$ cat src/rtl/clock_set_ctrl.sv
// clock_set_ctrl: hh:mm:ss register owner for the 24 h clock.
// It advances time on tick_1hz in RUN. Three keys step the set mode and
// increment or decrement the selected field. The per-field blank flags make
// the field being set blink on the display.
module clock_set_ctrl #(
  parameter int unsigned TIMEOUT_TICKS = 10,
  parameter int unsigned HOUR_MAX      = 23
) (
  input  logic       CLOCK_50,
  input  logic       rst,
  input  logic       tick_1hz,
  input  logic       tick_2hz,
  input  logic       key_mode,
  input  logic       key_inc,
  input  logic       key_dec,
  output logic [4:0] hour,
  output logic [5:0] minute,
  output logic [5:0] second,
  output logic [1:0] mode,
  output logic [2:0] blank
);

  localparam logic [1:0] RUN     = 2'd0;
  localparam logic [1:0] SET_HR  = 2'd1;
  localparam logic [1:0] SET_MIN = 2'd2;
  localparam logic [1:0] SET_SEC = 2'd3;

  localparam int unsigned CW = $clog2(TIMEOUT_TICKS + 1);

  localparam logic [5:0] HMAX = 6'(HOUR_MAX);
  localparam logic [5:0] MMAX = 6'd59;

  // Key bit order: [2]=mode [1]=inc [0]=dec
  logic [2:0] key_s1, key_s2, key_s3, key_pulse;
  logic       mode_p, inc_p, dec_p;

  logic [CW-1:0] count, count_n;
  logic          phase, phase_n;
  logic [1:0]    mode_n;
  logic [4:0]    hour_n;
  logic [5:0]    minute_n, second_n;
  logic [2:0]    blank_n;
  logic          inc_only, dec_only;

  // Wrapping single-field step, used for setting; never carries.
  function automatic logic [5:0] step(input logic [5:0] v,
                                      input logic [5:0] vmax,
                                      input logic       up);
    if (up) step = (v == vmax) ? 6'd0 : v + 6'd1;
    else    step = (v == 6'd0) ? vmax : v - 6'd1;
  endfunction

  // Two-flop synchronizer, edge detector and registered one-cycle pulse.
  always_ff @(posedge CLOCK_50) begin
    if (rst) begin
      key_s1    <= '0;
      key_s2    <= '0;
      key_s3    <= '0;
      key_pulse <= '0;
    end else begin
      key_s1    <= {key_mode, key_inc, key_dec};
      key_s2    <= key_s1;
      key_s3    <= key_s2;
      key_pulse <= key_s2 & ~key_s3;
    end
  end

  assign mode_p   = key_pulse[2];
  assign inc_p    = key_pulse[1];
  assign dec_p    = key_pulse[0];
  assign inc_only = inc_p & ~dec_p;
  assign dec_only = dec_p & ~inc_p;

  // Next-state logic for mode, timeout, blink phase and time fields.
  always_comb begin
    mode_n   = mode;
    count_n  = count;
    phase_n  = phase;
    hour_n   = hour;
    minute_n = minute;
    second_n = second;

    if (tick_2hz) phase_n = ~phase;

    if (mode_p) begin
      // Mode key wins over inc/dec and over a coincident timeout expiry.
      unique case (mode)
        RUN:     mode_n = SET_HR;
        SET_HR:  mode_n = SET_MIN;
        SET_MIN: mode_n = SET_SEC;
        default: mode_n = RUN;
      endcase
      count_n = '0;
      if (mode_n != RUN) phase_n = 1'b0;
    end else if (mode != RUN) begin
      if (inc_p || dec_p) begin
        count_n = '0;
        if (inc_only || dec_only) begin
          unique case (mode)
            SET_HR:  hour_n   = 5'(step({1'b0, hour}, HMAX, inc_only));
            SET_MIN: minute_n = step(minute, MMAX, inc_only);
            default: second_n = step(second, MMAX, inc_only);
          endcase
        end
      end else if (tick_1hz) begin
        if (count == CW'(TIMEOUT_TICKS - 1)) begin
          mode_n  = RUN;
          count_n = '0;
        end else begin
          count_n = count + CW'(1);
        end
      end
    end

    // Full carry chain resolves in one edge, e.g. 23:59:59 -> 00:00:00.
    if (mode == RUN && tick_1hz) begin
      if (second == MMAX) begin
        second_n = '0;
        if (minute == MMAX) begin
          minute_n = '0;
          hour_n   = ({1'b0, hour} == HMAX) ? 5'd0 : hour + 5'd1;
        end else begin
          minute_n = minute + 6'd1;
        end
      end else begin
        second_n = second + 6'd1;
      end
    end

    blank_n = phase_n ? {mode_n == SET_HR, mode_n == SET_MIN, mode_n == SET_SEC}
                      : 3'b000;
  end

  // State and output registers.
  always_ff @(posedge CLOCK_50) begin
    if (rst) begin
      mode   <= RUN;
      count  <= '0;
      phase  <= 1'b0;
      hour   <= '0;
      minute <= '0;
      second <= '0;
      blank  <= '0;
    end else begin
      mode   <= mode_n;
      count  <= count_n;
      phase  <= phase_n;
      hour   <= hour_n;
      minute <= minute_n;
      second <= second_n;
      blank  <= blank_n;
    end
  end

endmodule
$ cat config.mk
export PLATFORM = sky130hd
export DESIGN_NAME = clock_set_ctrl
export DESIGN_NICKNAME = d
export VERILOG_FILES = /design/src/rtl/clock_set_ctrl.sv
export SDC_FILE = /design/constraint.sdc
export NUM_CORES = 1
export LEC_CHECK = 0
export ABC_AREA = 0
export CAP_MARGIN = 20
export CORE_MARGIN = 5
export CORE_UTILIZATION = 40
export DETAILED_ROUTE_END_ITERATION = 16
export SLEW_MARGIN = 20
export SYNTH_ARGS = -nofsm -noshare
export SYNTH_HDL_FRONTEND = slang
export SYNTH_SLANG_ARGS = --single-unit
$ cat constraint.sdc
create_clock -name CLOCK_50 -period 1.96 [get_ports CLOCK_50]
set_input_delay 0.588 -clock CLOCK_50 [delete_from_list [all_inputs] [get_ports CLOCK_50]]
set_output_delay 0.588 -clock CLOCK_50 [all_outputs]
set_load 0.02 [all_outputs]
# Word-level counts from Yosys, hierarchy flattened
# Cells that the tools add are included.
[op_classes]
n_addsub = 8
n_mul = 0
n_div = 0
magnitude_cmp = 0
n_eq_ne = 11
shifts = 0
n_mux = 44
bitwise_logic = 8
n_reduce_logical = 18
[op_table]
columns = ["operator", "n"]
rows = [
  ["$mux W6", 19],
  ["$mux W5", 12],
  ["$add A6 B1 Y6 const B", 2],
  ["$eq A6 B6 Y1 const B", 2],
  ["$logic_not A6 Y1", 2],
  ["$mux W2", 6],
  ["$mux W4", 3],
  ["$reduce_bool A2 Y1", 6],
  ["$sub A6 B1 Y6 const B", 2],
  ["$add A5 B1 Y5 const B", 2],
  ["$eq A2 B2 Y1 const B", 3],
  ["$pmux W2 S3", 1],
  ["$reduce_or A2 Y1", 3],
  ["$eq A5 B5 Y1 const B", 1],
  ["$logic_not A5 Y1", 1],
  ["$reduce_and A5 Y1", 1],
  ["$sub A5 B1 Y5 const B", 1],
  ["$add A4 B1 Y4 const B", 1],
  ["$eq A2 B1 Y1 const B", 2],
  ["$eq A4 B4 Y1 const B", 1],
  ["$ne A2 B1 Y1 const B", 2],
  ["$not A1 Y1", 4],
  ["$and A3 B3 Y3", 1],
  ["$mux W1", 3],
  ["other kinds (6)", 8],
]
[word_totals]
ff_bits = 39
latchBits = 0
ramBits = 0
mem_bits_ro = 0
input_bits = 7
out_inout_bits = 22
wordCells = 100
memories = 0

# Longest topological paths before layout
[logic_depth]
depth_word = 11
mapped_depth = 8
ltp_nobuf = 7

# Worst setup path before layout
# OpenSTA, ideal clock, no wires.
[synth_timing]
kind = "flip-flop to flip-flop"
startpoint = "register mode[0]"
endpoint = "register second[4]"
setup_time_ns = 0.135
t_arrival_ns = 2.003
required_time_ns = 1.825
slack_ns = -0.178
path_stages_with_launch = 8
path_buffers = 0
period_less_slack_ns = 2.138
path_cell_list = "dfxtp_1 inv_1 ha_1 or4b_4 a21oi_1 o21ai_0 a21oi_1 a221oi_1"
[synth_via]
elab_chain_len = 4
word_cells_on_any_way = 13
[synth_rtl]
columns = ["element", "line", "rtl"]
rows = [
  ["from (decl)", "19", "output logic [1:0] mode,"],
  ["from (signal assigned)", "145", "mode <= mode_n;"],
  ["$eq A2 B2 Y1 (tied with other cells)", "99", "unique case (mode)"],
  ["$reduce_or A2 Y1 (no line) / $logic_and A1 B1 Y1 (equally long branches)", "--", ""],
  ["$ne A2 B1 Y1 (no line) / $reduce_bool A2 Y1 (equally long branches)", "--", ""],
  ["$reduce_and A5 Y1 (no line)", "--", ""],
  ["to (signal assigned)", "150", "second <= second_n;"],
  ["to (decl)", "18", "output logic [5:0] second,"],
]
# Several ways; a longest one is shown, not always the timed one.
# A chain may end at the register's enable or synchronous reset.

# Worst setup path after layout
[layout_timing]
startpoint = "register mode[0]"
endpoint = "register second[2]"
# Same word-level chain as after synthesis.

==> flow_metrics.py <==
metrics = {
    "status": {
        "status": "finished, final reports clean",
    },
    "worst_hold_path": {
        "hold_path.class": "register to register",
    },
    "power": {
        "p_per_area_nw_per_um2": 613,
        "peakVddDrop_mv": 0.359,
        "total_power_mw": 1.91,
        "p_leak_nw": 1.34,
    },
    "setup_path": {
        "crit_family": "simple AND/OR/NAND/NOR gates",
        "startpoint_type": "register",
        "crit_path_cell_trace": "inv_1, ha_4, or4b_4, a21o_2, a21o_1, a22oi_1, nor2_1",
        "path_max_fanout": 7,
        "critical-path-max-stage-delay_ns": 0.56,
        "end_kind": "register",
        "crit_arrival_ns": 2.09,
        "crit_buf_inv": 1,
        "worst-setup-path-type": "register to register",
        "cp.required_ns": 2.15,
        "crit_path_top_delay_cell": "or4b_4",
    },
    "timing": {
        "hold_violations": 0,
        "tns_ns": 0,
        "fin_hold_ws_ns": 0.386,
        "slew_violations": 0,
        "rsz0062_at_grt": "true",
        "fin_crit_ns": 1.91,
        "fmax_mhz": 525,
        "tightest_slew_ns": 0.413,
        "fin_skew_ns": 0.00562,
        "relSlewSlack": 0.725,
        "fin_crit_sh": 0.972,
        "setup_violations": 0,
    },
    "route": {
        "drc": 0,
        "wirelength_um": 5510,
        "ant_nets": 0,
        "dr.pass1.iters": 4,
        "vias": 2242,
        "post_drt_wl_per_cell_um": 13.0,
        "vias_per_cell": 5.30,
        "first_iter_violations": 73,
    },
    "clocking": {
        "cts_sinks": 39,
        "clk_pin_slew_ns": 0.08,
        "htree_num_levels": 2,
        "cts_buffer_depth": 2,
        "clockRootBuffer": "clkbuf_8",
        "cts_tree": "built",
        "cts_buffers": 5,
        "clkLatencyLatePin_ns": 0.29,
    },
    "yosys": {
        "ys_types": 60,
        "synth_top_cell_by_area": "dfxtp_1",
        "synth_cells": 289,
        "yosys-top-cells-count": "dfxtp_1 (39), nor2_1 (25), nand2_1 (23)",
        "synth-main-ff-cell": "dfxtp_1",
        "ys_seq_area_frac": 0.328,
        "synth_most_common_cell": "dfxtp_1",
        "syn-cell-area_um2": 2380,
        "async_flop_share": 0,
        "syn_nets": 312,
        "synth_edf_count": 0,
        "yosys.area.top_type_share": 0.328,
        "syn_avg_cell_area_um2": 8.25,
        "ys_ff_latch": 39,
        "synth_warnings": 0,
        "synth_area_leaders": "dfxtp_1 (33%), ha_1 (8.4%), nor2b_1 (4.5%)",
    },
    "die": {
        "die_y_um": 87.2,
        "io_pins": 29,
        "die_area_um2": 7600,
        "initial_utilization": 0.407,
        "die_w_um": 87.2,
        "placeableCoreArea_um2": 5850,
        "rows": 28,
    },
    "finish": {
        "antenna_cells": 0,
        "drive_gt1_frac": 0.204,
        "syn_to_final_growth_pct": 31.0,
        "fillers": 570,
        "nets": 370,
    },
    "placement": {
        "hpwl_um": 4070,
        "port-buffer-count": 28,
        "gp_congestion": 0.907,
    },
    "run": {
        "maxCapViolations": 0,
    },
    "grt": {
        "grt_pass1_wl_um": 9360,
        "grt_overflow": 0,
        "grt_start_max_net_pins": 17,
        "antenna_found_initial": 0,
        "grt_pass1_vias": 2077,
        "track_usage": 0.152,
    },
}
timing repair:
item / 4_1_cts / 5_1_grt
resized for setup: 15 / 9
pin swaps: 0 / 3
gates cloned: 0 / 0
buffers inserted: 0 / 2
hold buffers: 0 / 0
setup endpoints to repair: 18 / 14
flip-flops by register name, summed over array words and instances, names as in the netlist:
register,count
blank,3
count,4
hour,5
key_pulse,3
key_s1,3
key_s2,3
key_s3,3
minute,6
mode,2
phase,1
second,6
kinds of logic after synthesis:
kind of cell	after synthesis	share of synthesized area
simple gates	119	0.280
compound gates	79	0.223
fa+ha+maj	16	0.0840
mux	2	0.00945
buf+inv	31	0.0651
flops	39	0.328
xor+xnor	3	0.0110
path summary, 6_finish.rpt:
| path | endpoint | depth (start not counted) | start | slack, ns |
|---|---|---|---|---|
| worst max-delay path | second[2] | 7 | mode[0] | 0.05 |
| worst min-delay path | key_pulse[2] | 1 | key_s3[2] | 0.39 |
| worst max register to register | second[2] | 7 | mode[0] | 0.05 |
| worst min register to register | key_pulse[2] | 1 | key_s3[2] | 0.39 |
report_power, final:
| group | total [mW] | internal [mW] | switching [mW] | leakage, nW |
|---|---|---|---|---|
| sequential | 0.835 | 0.816 | 0.0183 | 0.320 |
| clock | 0.806 | 0.508 | 0.298 | 0.0644 |
| combinational | 0.274 | 0.131 | 0.143 | 0.951 |
| total | 1.91 | 1.45 | 0.459 | 1.34 |
per-layer routing:
layer	vias up	wire length, um	GRT usage	share of wire
met2	55	2520	0.251	0.46
met5	-	0	0	0
met1	1021	2620	0.198	0.48
li1	1160	-	-	-
met3	6	299	0.0331	0.054
met4	0	63	0.0432	0.011
placed cells by master (no fill, tap or decap), types with 3 or more instances in the layout:
cell and instances:
clkbuf_8 5, a211oi_1 9, nor2_1 25, a31oi_1 6, nand3_1 9, nand4b_1 3
a22oi_1 3, or3_1 3, dlymetal6s2s_1 3, a21o_1 3, a21o_2 4, nor2b_1 17
clkdlybuf4s50_1 13, nand2_1 22, dfxtp_2 5, a21oi_1 20, nand4_1 4, inv_1 17
nor3_1 14, dfxtp_1 34, ha_1 15, buf_4 36, o21ai_0 10, dlygate4sd2_1 12
metrics by stage:
stage                util  std cells  setup WS [ns]  instance area [um2]
floorplan               -        289        0.00238                 2390
global placement    0.502        413         -0.376                 2940
detailed placement  0.502        413         -0.383                 2940
CTS                 0.525        421        0.00252                 3070
global route        0.534        423        -0.0443                 3120
finish              0.534        423         0.0548                 3120
area by class of cell:
cell class	count	area (um2)	share of cell area
tap	75	93.8	0.0301
clock buffer	5	68.8	0.0220
sequential	39	787	0.252
inverter	17	63.8	0.0204
clock inverter	3	67.6	0.0216
multi-input combinational	219	1480	0.473
timing repair buffer	65	563	0.180
Power figures use the tool's default switching activity.
